===== src/rtl/dsm_pkg.sv =====
// Shared definitions for the delta-sigma receive path: CIC defaults, width helper,
// signed saturation and the PCM sample type used by downstream checkers.
package dsm_pkg;

    localparam int CIC_ORDER     = 3;
    localparam int CIC_DECIM     = 32;
    localparam int CIC_OUT_WIDTH = 16;

    typedef logic signed [CIC_OUT_WIDTH-1:0] pcm_t;

    // Register growth of a sinc^order filter is order*log2(decim); +2 covers the +/-1 input.
    function automatic int cic_width(input int order, input int decim);
        return order * $clog2(decim) + 2;
    endfunction

    // Clamp a signed value to the range of a width-bit two's complement word.
    function automatic logic signed [63:0] sat_signed(input logic signed [63:0] value,
                                                      input int                width);
        logic signed [63:0] hi;
        logic signed [63:0] lo;
        hi = (64'sd1 <<< (width - 1)) - 64'sd1;
        lo = -hi - 64'sd1;
        if (value > hi) return hi;
        if (value < lo) return lo;
        return value;
    endfunction

endpackage


===== src/rtl/dsm_cic_if.sv =====
// Bitstream-in / PCM-out bundle between a delta-sigma source and the CIC decimator.
interface dsm_cic_if #(
    parameter int OUT_WIDTH = dsm_pkg::CIC_OUT_WIDTH
);
    logic                        clk_en;
    logic                        dsm_in;
    logic signed [OUT_WIDTH-1:0] pcm_out;
    logic                        pcm_valid;

    modport master (
        output clk_en,
        output dsm_in,
        input  pcm_out,
        input  pcm_valid
    );

    modport slave (
        input  clk_en,
        input  dsm_in,
        output pcm_out,
        output pcm_valid
    );
endinterface


===== src/rtl/cic_integrator.sv =====
// One CIC integrator stage: a W-bit accumulator that wraps modulo 2^W and only
// advances on qualified input samples.
module cic_integrator #(
    parameter int W = 17
) (
    input  logic                clk,
    input  logic                rst,
    input  logic                en_i,
    input  logic signed [W-1:0] x_i,
    output logic signed [W-1:0] acc_o
);

    logic signed [W-1:0] acc_q;
    logic signed [W-1:0] acc_d;

    // NOTE: the default assignment ahead of the if keeps this block free of inferred latches.
    always_comb begin
        acc_d = acc_q;
        if (en_i) begin
            acc_d = acc_q + x_i;
        end
    end

    // NOTE: state registers use non-blocking assignments so every stage samples pre-edge values.
    always_ff @(posedge clk or negedge rst) begin
        if (!rst) begin
            acc_q <= '0;
        end else begin
            acc_q <= acc_d;
        end
    end

    assign acc_o = acc_q;

endmodule


===== src/rtl/dsm_cic_decimator.sv =====
// sinc^ORDER decimator turning a 1-bit delta-sigma stream into signed PCM, one word
// per DECIM qualified input bits.
module dsm_cic_decimator
    import dsm_pkg::*;
#(
    parameter int ORDER     = CIC_ORDER,
    parameter int DECIM     = CIC_DECIM,
    parameter int OUT_WIDTH = CIC_OUT_WIDTH
) (
    input  logic      clk,
    input  logic      rst,
    dsm_cic_if.slave  bus
);

    localparam int W     = cic_width(ORDER, DECIM);
    localparam int SHIFT = W - 1 - OUT_WIDTH;
    localparam int CW    = $clog2(DECIM);

    logic signed [W-1:0] integ [ORDER+1];
    logic signed [W-1:0] comb_c [ORDER+1];
    logic signed [W-1:0] dly_q [ORDER];
    logic signed [W-1:0] comb_shifted;

    logic [CW-1:0]               cnt_q, cnt_d;
    logic                        tick_q, tick_d;
    logic signed [OUT_WIDTH-1:0] pcm_q, pcm_d;
    logic                        valid_q;

    // Input bit maps to +1 / -1 in the full internal width.
    assign integ[0] = bus.dsm_in ? {{(W-1){1'b0}}, 1'b1} : {W{1'b1}};

    for (genvar k = 1; k <= ORDER; k++) begin : g_integ
        cic_integrator #(
            .W(W)
        ) u_integ (
            .clk   (clk),
            .rst   (rst),
            .en_i  (bus.clk_en),
            .x_i   (integ[k-1]),
            .acc_o (integ[k])
        );
    end

    always_comb begin
        cnt_d  = cnt_q;
        tick_d = 1'b0;
        if (bus.clk_en) begin
            if (cnt_q == CW'(DECIM - 1)) begin
                cnt_d  = '0;
                tick_d = 1'b1;
            end else begin
                cnt_d = cnt_q + CW'(1);
            end
        end
    end

    // Comb chain runs at the decimated rate; differences wrap exactly like the integrators.
    always_comb begin
        comb_c[0] = integ[ORDER];
        for (int k = 1; k <= ORDER; k++) begin
            comb_c[k] = comb_c[k-1] - dly_q[k-1];
        end
        comb_shifted = comb_c[ORDER] >>> SHIFT;
        pcm_d        = OUT_WIDTH'(sat_signed(64'(comb_shifted), OUT_WIDTH));
    end

    // NOTE: the comb delay bank is small and must start from zero, so it is reset like any register.
    always_ff @(posedge clk or negedge rst) begin
        if (!rst) begin
            cnt_q   <= '0;
            tick_q  <= 1'b0;
            pcm_q   <= '0;
            valid_q <= 1'b0;
            for (int k = 0; k < ORDER; k++) begin
                dly_q[k] <= '0;
            end
        end else begin
            cnt_q   <= cnt_d;
            tick_q  <= tick_d;
            valid_q <= tick_q;
            if (tick_q) begin
                pcm_q <= pcm_d;
                for (int k = 0; k < ORDER; k++) begin
                    dly_q[k] <= comb_c[k];
                end
            end
        end
    end

    assign bus.pcm_out   = pcm_q;
    assign bus.pcm_valid = valid_q;

endmodule


===== src/flat_wrapper.sv =====
// flat-port wrapper written by rule: the top's interface ports become plain ports
module dsm_cic_decimator_flat import dsm_pkg::*;
#(
    parameter int ORDER     = CIC_ORDER,
    parameter int DECIM     = CIC_DECIM,
    parameter int OUT_WIDTH = CIC_OUT_WIDTH
)
  (clk, rst, bus_clk_en, bus_dsm_in, bus_pcm_out, bus_pcm_valid);
  dsm_cic_if #(.OUT_WIDTH(OUT_WIDTH)) bus_i ();
  input  logic clk;
  input  logic rst;
  input wire logic [$bits(bus_i.clk_en)-1:0] bus_clk_en;
  input wire logic [$bits(bus_i.dsm_in)-1:0] bus_dsm_in;
  output wire logic [$bits(bus_i.pcm_out)-1:0] bus_pcm_out;
  output wire logic [$bits(bus_i.pcm_valid)-1:0] bus_pcm_valid;
  assign bus_i.clk_en = bus_clk_en;
  assign bus_i.dsm_in = bus_dsm_in;
  assign bus_pcm_out = bus_i.pcm_out;
  assign bus_pcm_valid = bus_i.pcm_valid;
  dsm_cic_decimator #(.ORDER(ORDER), .DECIM(DECIM), .OUT_WIDTH(OUT_WIDTH)) u_core (.clk(clk), .rst(rst), .bus(bus_i));
endmodule

===== config.mk =====
export PLATFORM = sky130hd
export DESIGN_NAME = dsm_cic_decimator_flat
export DESIGN_NICKNAME = d
export VERILOG_FILES = /design/src/rtl/dsm_pkg.sv /design/src/rtl/dsm_cic_if.sv /design/src/rtl/cic_integrator.sv /design/src/rtl/dsm_cic_decimator.sv /design/src/flat_wrapper.sv
export SDC_FILE = /design/constraint.sdc
export NUM_CORES = 1
export LEC_CHECK = 0
export CAP_MARGIN = 20
export CORE_MARGIN = 2
export CORE_UTILIZATION = 55
export CTS_CLUSTER_SIZE = 25
export DETAILED_ROUTE_END_ITERATION = 16
export GPL_ROUTABILITY_DRIVEN = 0
export PLACE_DENSITY = 0.72
export SYNTH_ARGS = -nofsm -noshare
export SYNTH_HDL_FRONTEND = slang
export SYNTH_SLANG_ARGS = --single-unit
export TNS_END_PERCENT = 10

===== constraint.sdc =====
create_clock -name clk -period 6.05 [get_ports clk]
set_clock_uncertainty 0.1 [all_clocks]
set_input_delay 1.5125 -clock clk [delete_from_list [all_inputs] [get_ports clk]]
set_output_delay 1.5125 -clock clk [all_outputs]
set_load 0.01 [all_outputs]

======== Word-level counts from Yosys, hierarchy flattened ========
Index checks and enable logic that the tools add are counted.
cells by class
  $add $sub $neg .......................... 7
  $lt $le $gt $ge ......................... 2
  equal/unequal tests ..................... 1
  multiplexer cells ....................... 11
operators by type and width
  operator                                                                 number
  16-bit two-way mux                                                       4
  17-bit adder                                                             3
  17-bit subtractor                                                        3
  17-bit by 16-bit > comparator with 1-bit output (second input constant)  1
  17-bit by 16-bit < comparator with 1-bit output (second input constant)  1
  17-bit two-way mux                                                       1
  5-bit by 1-bit adder with 5-bit output (second input constant)           1
  5-bit equality test (second input constant)                              1
  1-bit two-way mux                                                        5
  5-bit two-way mux                                                        1
storage, ports and cells
  bits in registers ....................... 125

======== Logic depth before layout (Yosys ltp) ========
  word-level depth ........................ 8
  mapped depth ............................ 25
  depth with buffers taken out ............ 24

======== Modules after synthesis ========
A second synthesis with hierarchy kept.
second synthesis, totals
  cells, all modules ...................... 1036
  area, all modules ....................... 9589.2 um^2
modules (own cells, without submodules)
  module                                          times used  cells an instance  area an instance (um^2)
  dsm_cic_decimator                               1           600                5376.4
  cic_integrator (u_core.g_integ[2].u_integ ...)  2           145                1407.6
  cic_integrator (u_core.g_integ[1].u_integ)      1           146                1397.6

======== Worst setup path after synthesis ========
OpenSTA, ideal clock, no wires.
  path kind ............................... flip-flop to flip-flop
  start ................................... reg u_core.g_integ[3].u_integ.acc_q[0]
  end ..................................... reg u_core.pcm_q[11], in the netlist u_core.bus.pcm_out[11]
  setup time .............................. 0.120 ns
  arrival time ............................ 4.834 ns
  setup slack ............................. 0.996 ns
  stages on the path, launching flop included .. 24
  cells stage by stage .................... dfrtp_1 inv_1 ha_1 fa_1 nor2b_1 o31a_1 o211ai_1 nor2b_1 xnor2_1 ha_1 a21oi_1 and2b_1 a21oi_1 a211o_1 nor3b_1 nor2_1 ha_1 a2111oi_0 a21oi_1 xor2_1 xnor3_2 o21ai_4 buf_12 o2bb2ai_2
RTL lines
  what                    line                     text
  from (decl)             cic_integrator.sv:13     logic signed [W-1:0] acc_q;
  from (signal assigned)  cic_integrator.sv:27     acc_q <= '0;
  from (signal assigned)  cic_integrator.sv:29     acc_q <= acc_d;
  to (signal assigned)    dsm_cic_decimator.sv:82  pcm_q <= pcm_d;
  to (decl)               dsm_cic_decimator.sv:26  logic signed [OUT_WIDTH-1:0] pcm_q, pcm_d;

==> flow_summary.html <==
<table>
<tr><th>Metric</th><th>Value</th></tr>
<tr><th colspan="2">Final layout</th></tr>
<tr><td>FILL cells</td><td>1384</td></tr>
<tr><td>Fraction of layout cells with a size suffix above 1</td><td>12.55%</td></tr>
<tr><td>Number of antenna cells inserted</td><td>0</td></tr>
<tr><td>Total area of multi-input combinational cells</td><td>5578 um^2</td></tr>
<tr><td>Share of the core filled with cells in the final layout</td><td>61.72%</td></tr>
<tr><td>Layout-stage area growth over the synthesis result</td><td>11.08%</td></tr>
<tr><td>Final-stage net count</td><td>1082</td></tr>
<tr><td>FF+latch area</td><td>3129 um^2</td></tr>
<tr><td>Top library cells by usage in the layout, fill and taps aside</td><td>124 x dfrtp_1, 97 x ha_1, 79 x inv_1</td></tr>
<tr><td>Most common cell after layout, fill and taps aside</td><td>dfrtp_1</td></tr>
<tr><th colspan="2">STA</th></tr>
<tr><td>Relative slew slack</td><td>32.76%</td></tr>
<tr><td>Number of endpoints with negative hold slack in the final report</td><td>0</td></tr>
<tr><td>Hold slack final</td><td>0.3798 ns</td></tr>
<tr><td>FMAX</td><td>180.8 MHz</td></tr>
<tr><td>Tcrit/Tclk final</td><td>91.40%</td></tr>
<tr><td>Total negative slack for setup checks</td><td>0 ns</td></tr>
<tr><td>Count of final max-slew check failures</td><td>0</td></tr>
<tr><td>Transition time of the tightest slew-check pin</td><td>1.009 ns</td></tr>
<tr><td>Final critical delay including setup and external delays</td><td>5.530 ns</td></tr>
<tr><td>Setup-violating endpoint count in the final report</td><td>0</td></tr>
<tr><th colspan="2">Worst setup path</th></tr>
<tr><td>CP most frequent cell</td><td>ha_1</td></tr>
<tr><td>R2r startpoint</td><td>u_core.g_integ[3].u_integ.acc_o[0]</td></tr>
<tr><td>Type of the worst setup path</td><td>flop to flop</td></tr>
<tr><td>Kind of start point of the critical path</td><td>flop</td></tr>
<tr><td>Worst path max stage delay</td><td>0.47 ns</td></tr>
<tr><td>CP delay by family, top</td><td>compound AO/OA/AOI/OAI gates</td></tr>
<tr><td>Destination of the worst register-to-register timing path</td><td>u_core.bus.pcm_out[11]</td></tr>
<tr><td>Logic depth of the worst path, buffers included</td><td>24</td></tr>
<tr><td>Worst EP arrival</td><td>5.73 ns</td></tr>
<tr><td>Worst setup slack for register-to-register paths</td><td>0.52 ns</td></tr>
<tr><td>Launch point of the critical path</td><td>u_core.g_integ[3].u_integ.acc_o[0]</td></tr>
<tr><td>Reg2reg path depth</td><td>24</td></tr>
<tr><td>Series of cell instances along the critical path</td><td>inv_1, ha_1, fa_1, nor2b_1, o31a_1, o21a_1, nor2_1, xnor2_1, ha_1, o21ai_0, nand2b_2, a21boi_1, a21oi_2, a211o_1, a21boi_0, nor2_1, ha_1, a2111oi_1, a21oi_1, xor2_1, xnor3_2, buf_4, a22oi_1, o2bb2ai_2</td></tr>
<tr><td>Endpoint of the most critical setup path</td><td>u_core.bus.pcm_out[11]</td></tr>
<tr><td>Required time of the critical path</td><td>6.25 ns</td></tr>
<tr><td>Sum of buffers and inverters on the critical path</td><td>2</td></tr>
<tr><td>Cell with the largest stage delay on the worst path</td><td>fa_1</td></tr>
<tr><td>Peak fanout along the critical path</td><td>16</td></tr>
<tr><td>Critical Path End Type</td><td>flop</td></tr>
<tr><th colspan="2">Placement</th></tr>
<tr><td>Detailed placer's ending HPWL</td><td>11950 um</td></tr>
<tr><td>Count of buffers from port buffering</td><td>20</td></tr>
<tr><th colspan="2">Yosys</th></tr>
<tr><td>Number of enable-type register cells in the synthesized netlist</td><td>0</td></tr>
<tr><td>Post-synth net total</td><td>1058</td></tr>
<tr><td>Share of the synthesized area in the top cell type</td><td>34.31%</td></tr>
<tr><td>Summed instance area of the synthesized netlist</td><td>9116 um^2</td></tr>
<tr><td>Portion of the post-synthesis area used by sequential elements</td><td>34.31%</td></tr>
<tr><td>Number of register bits inferred by synthesis</td><td>125</td></tr>
<tr><td>Mean cell area of the mapped netlist</td><td>9.586 um^2</td></tr>
<tr><td>Warnings, synthesis</td><td>0</td></tr>
<tr><td>Share of synthesized registers carrying an async set or reset</td><td>100.0%</td></tr>
<tr><td>Cell accounting for the most synthesized area</td><td>dfrtp_1</td></tr>
<tr><td>Distinct cell type count after synthesis</td><td>82</td></tr>
<tr><td>Syn Inst Count</td><td>951</td></tr>
<tr><td>Most used flip-flop cell after synthesis</td><td>dfrtp_1</td></tr>
<tr><td>Area contributors post-synth</td><td>dfrtp_1 34%, ha_1 13%, xnor2_1 6.2%</td></tr>
<tr><th colspan="2">Job</th></tr>
<tr><td>Max Cap Viol</td><td>0</td></tr>
<tr><th colspan="2">Route</th></tr>
<tr><td>First drt pass iteration count</td><td>7</td></tr>
<tr><td>Drt drc</td><td>0</td></tr>
<tr><td>Initial detailed-routing violation count</td><td>296</td></tr>
<tr><td>Routed length per instance</td><td>13.39 um</td></tr>
<tr><td>Vias post-DR</td><td>6598</td></tr>
<tr><td>Antenna-violating nets left</td><td>0</td></tr>
<tr><td>Ratio of routed vias to standard cells</td><td>5.462</td></tr>
<tr><td>Final WL</td><td>16170 um</td></tr>
<tr><th colspan="2">Floorplanning</th></tr>
<tr><td>Initial core utilization</td><td>55.56%</td></tr>
<tr><td>Number of placement rows</td><td>47</td></tr>
<tr><td>Chip Height</td><td>132.7 um</td></tr>
<tr><td>I/O pin cnt</td><td>21</td></tr>
<tr><td>Chip Width</td><td>132.7 um</td></tr>
<tr><td>Area of the placeable core</td><td>16410 um^2</td></tr>
<tr><td>Total die area</td><td>17620 um^2</td></tr>
<tr><th colspan="2">Worst hold path</th></tr>
<tr><td>Path category of the worst min-delay check</td><td>flop to flop</td></tr>
<tr><td>Beginning of the worst hold path</td><td>u_core.g_integ[2].u_integ.acc_o[16]</td></tr>
<tr><th colspan="2">Clock tree</th></tr>
<tr><td>Sink Count</td><td>125</td></tr>
<tr><td>Number of buffers added by the clock tree synthesis step</td><td>17</td></tr>
<tr><td>Buffer depth of the longest clock path</td><td>2</td></tr>
<tr><td>Hold_buf cts</td><td>0</td></tr>
<tr><td>CTS H-tree lvls</td><td>4</td></tr>
<tr><td>CTS tree</td><td>yes</td></tr>
<tr><td>Clock-pin slew of the registers on the worst-case setup and hold paths</td><td>0.05 ns</td></tr>
<tr><td>Clock latency of the later-clocked register in the worst-skew pair</td><td>0.42 ns</td></tr>
<tr><td>CTS root buffer</td><td>clkbuf_16</td></tr>
<tr><th colspan="2">Global route</th></tr>
<tr><td>Antenna violations before repair</td><td>0</td></tr>
<tr><td>Largest net degree at the start of global routing</td><td>85</td></tr>
<tr><td>Remaining Overflow, GRT</td><td>0</td></tr>
<tr><td>Number of global-route vias before repair</td><td>6567</td></tr>
<tr><td>Wire length of the first global-routing pass</td><td>28270 um</td></tr>
<tr><td>Overall track demand over capacity in global routing</td><td>19.23%</td></tr>
<tr><th colspan="2">Outcome</th></tr>
<tr><td>Run status</td><td>complete, no violations</td></tr>
</table>
area by class of cell:
class	instances	area share, %
clock inverter	6	0.8155
timing repair buffer	28	2.620
multi-input combinational	724	55.08
sequential	125	30.90
clock buffer	26	4.930
tap	220	2.718
inverter	79	2.928
cell families after synthesis:
logic type / Yosys count / synth area share, %
compound gates: 274 / 20.23
mux: 54 / 6.615
xor+xnor: 79 / 7.837
fa+ha+maj: 103 / 14.63
simple gates: 214 / 11.71
buf+inv: 102 / 4.666
flops: 125 / 34.31
worst min-delay path by stage:
stage | to | slack [ns] | depth (start not counted)
after floorplan | u_core.bus.pcm_valid | 0.29 | 0
after global placement | u_core.g_integ[1].u_integ.acc_o[16] | 0.37 | 1
after detailed placement | u_core.bus.pcm_out[7] | 0.37 | 1
after CTS | u_core.g_integ[2].u_integ.acc_o[16] | 0.38 | 1
after global routing | u_core.bus.pcm_out[10] | 0.40 | 1
final | u_core.g_integ[2].u_integ.acc_o[16] | 0.38 | 1
layer usage:
metal | share of wire, % | vias to the layer above | routed length (um) | track usage (%)
met2 | 52 | 62 | 8341 | 35.81
li1 | - | 3439 | - | -
met4 | 0.92 | 0 | 149 | 5.317
met5 | 0 | - | 0 | 0
met3 | 1.9 | 12 | 308 | 3.908
met1 | 46 | 3085 | 7372 | 22.33
cell usage after synthesis (3+ instances only):
cell type,number
mux2_2,49
nor3_1,14
ha_1,97
nor2_1,58
a31oi_1,9
o211ai_1,3
a21boi_0,6
nand2_1,66
and2_1,3
inv_1,79
o21a_1,13
o21ai_1,5
nand3_1,7
o31a_1,5
nand2b_1,9
o21bai_1,8
a21boi_1,3
nor3b_1,3
o2bb2ai_2,10
o2111ai_1,3
or3_1,5
o31ai_1,3
and3_1,11
o2bb2ai_1,5
dfrtp_1,125
xor2_1,12
clkbuf_1,17
or2_2,4
mux2i_1,4
nor2b_1,13
a211o_1,5
a31o_2,4
a21o_1,28
o41ai_1,3
a21oi_1,72
xnor2_1,65
fa_1,6
a2111o_1,3
o21ai_0,65
nand4_1,4
repair_timing:
item,CTS,global route
endpoints found under the setup margin,0,15
resized for setup,0,4
setup buffers,0,1
registers in the layout, indices dropped and copies added, names as in the netlist:
name,count
u_core.dly_q,51
u_core.g_integ.u_integ.acc_o,51
u_core.bus.pcm_out,16
u_core.cnt_q,5
u_core.bus.pcm_valid,1
u_core.tick_q,1
through the flow:
stage | worst slack (ns) | instance area (um^2) | instances
3_5_place_dp | 0.2603 | 9509 | 1175
4_1_cts | 0.1953 | 10090 | 1207
3_3_place_gp | 0.4859 | 9509 | 1175
6_report | 0.5201 | 10130 | 1208
2_1_floorplan | 0.9961 | 9116 | 951
5_1_grt | -0.01921 | 10130 | 1208
Power is left out: the tool's default activity adds up to more than one toggle a clock period on the data nets, which glitch-free logic cannot reach.
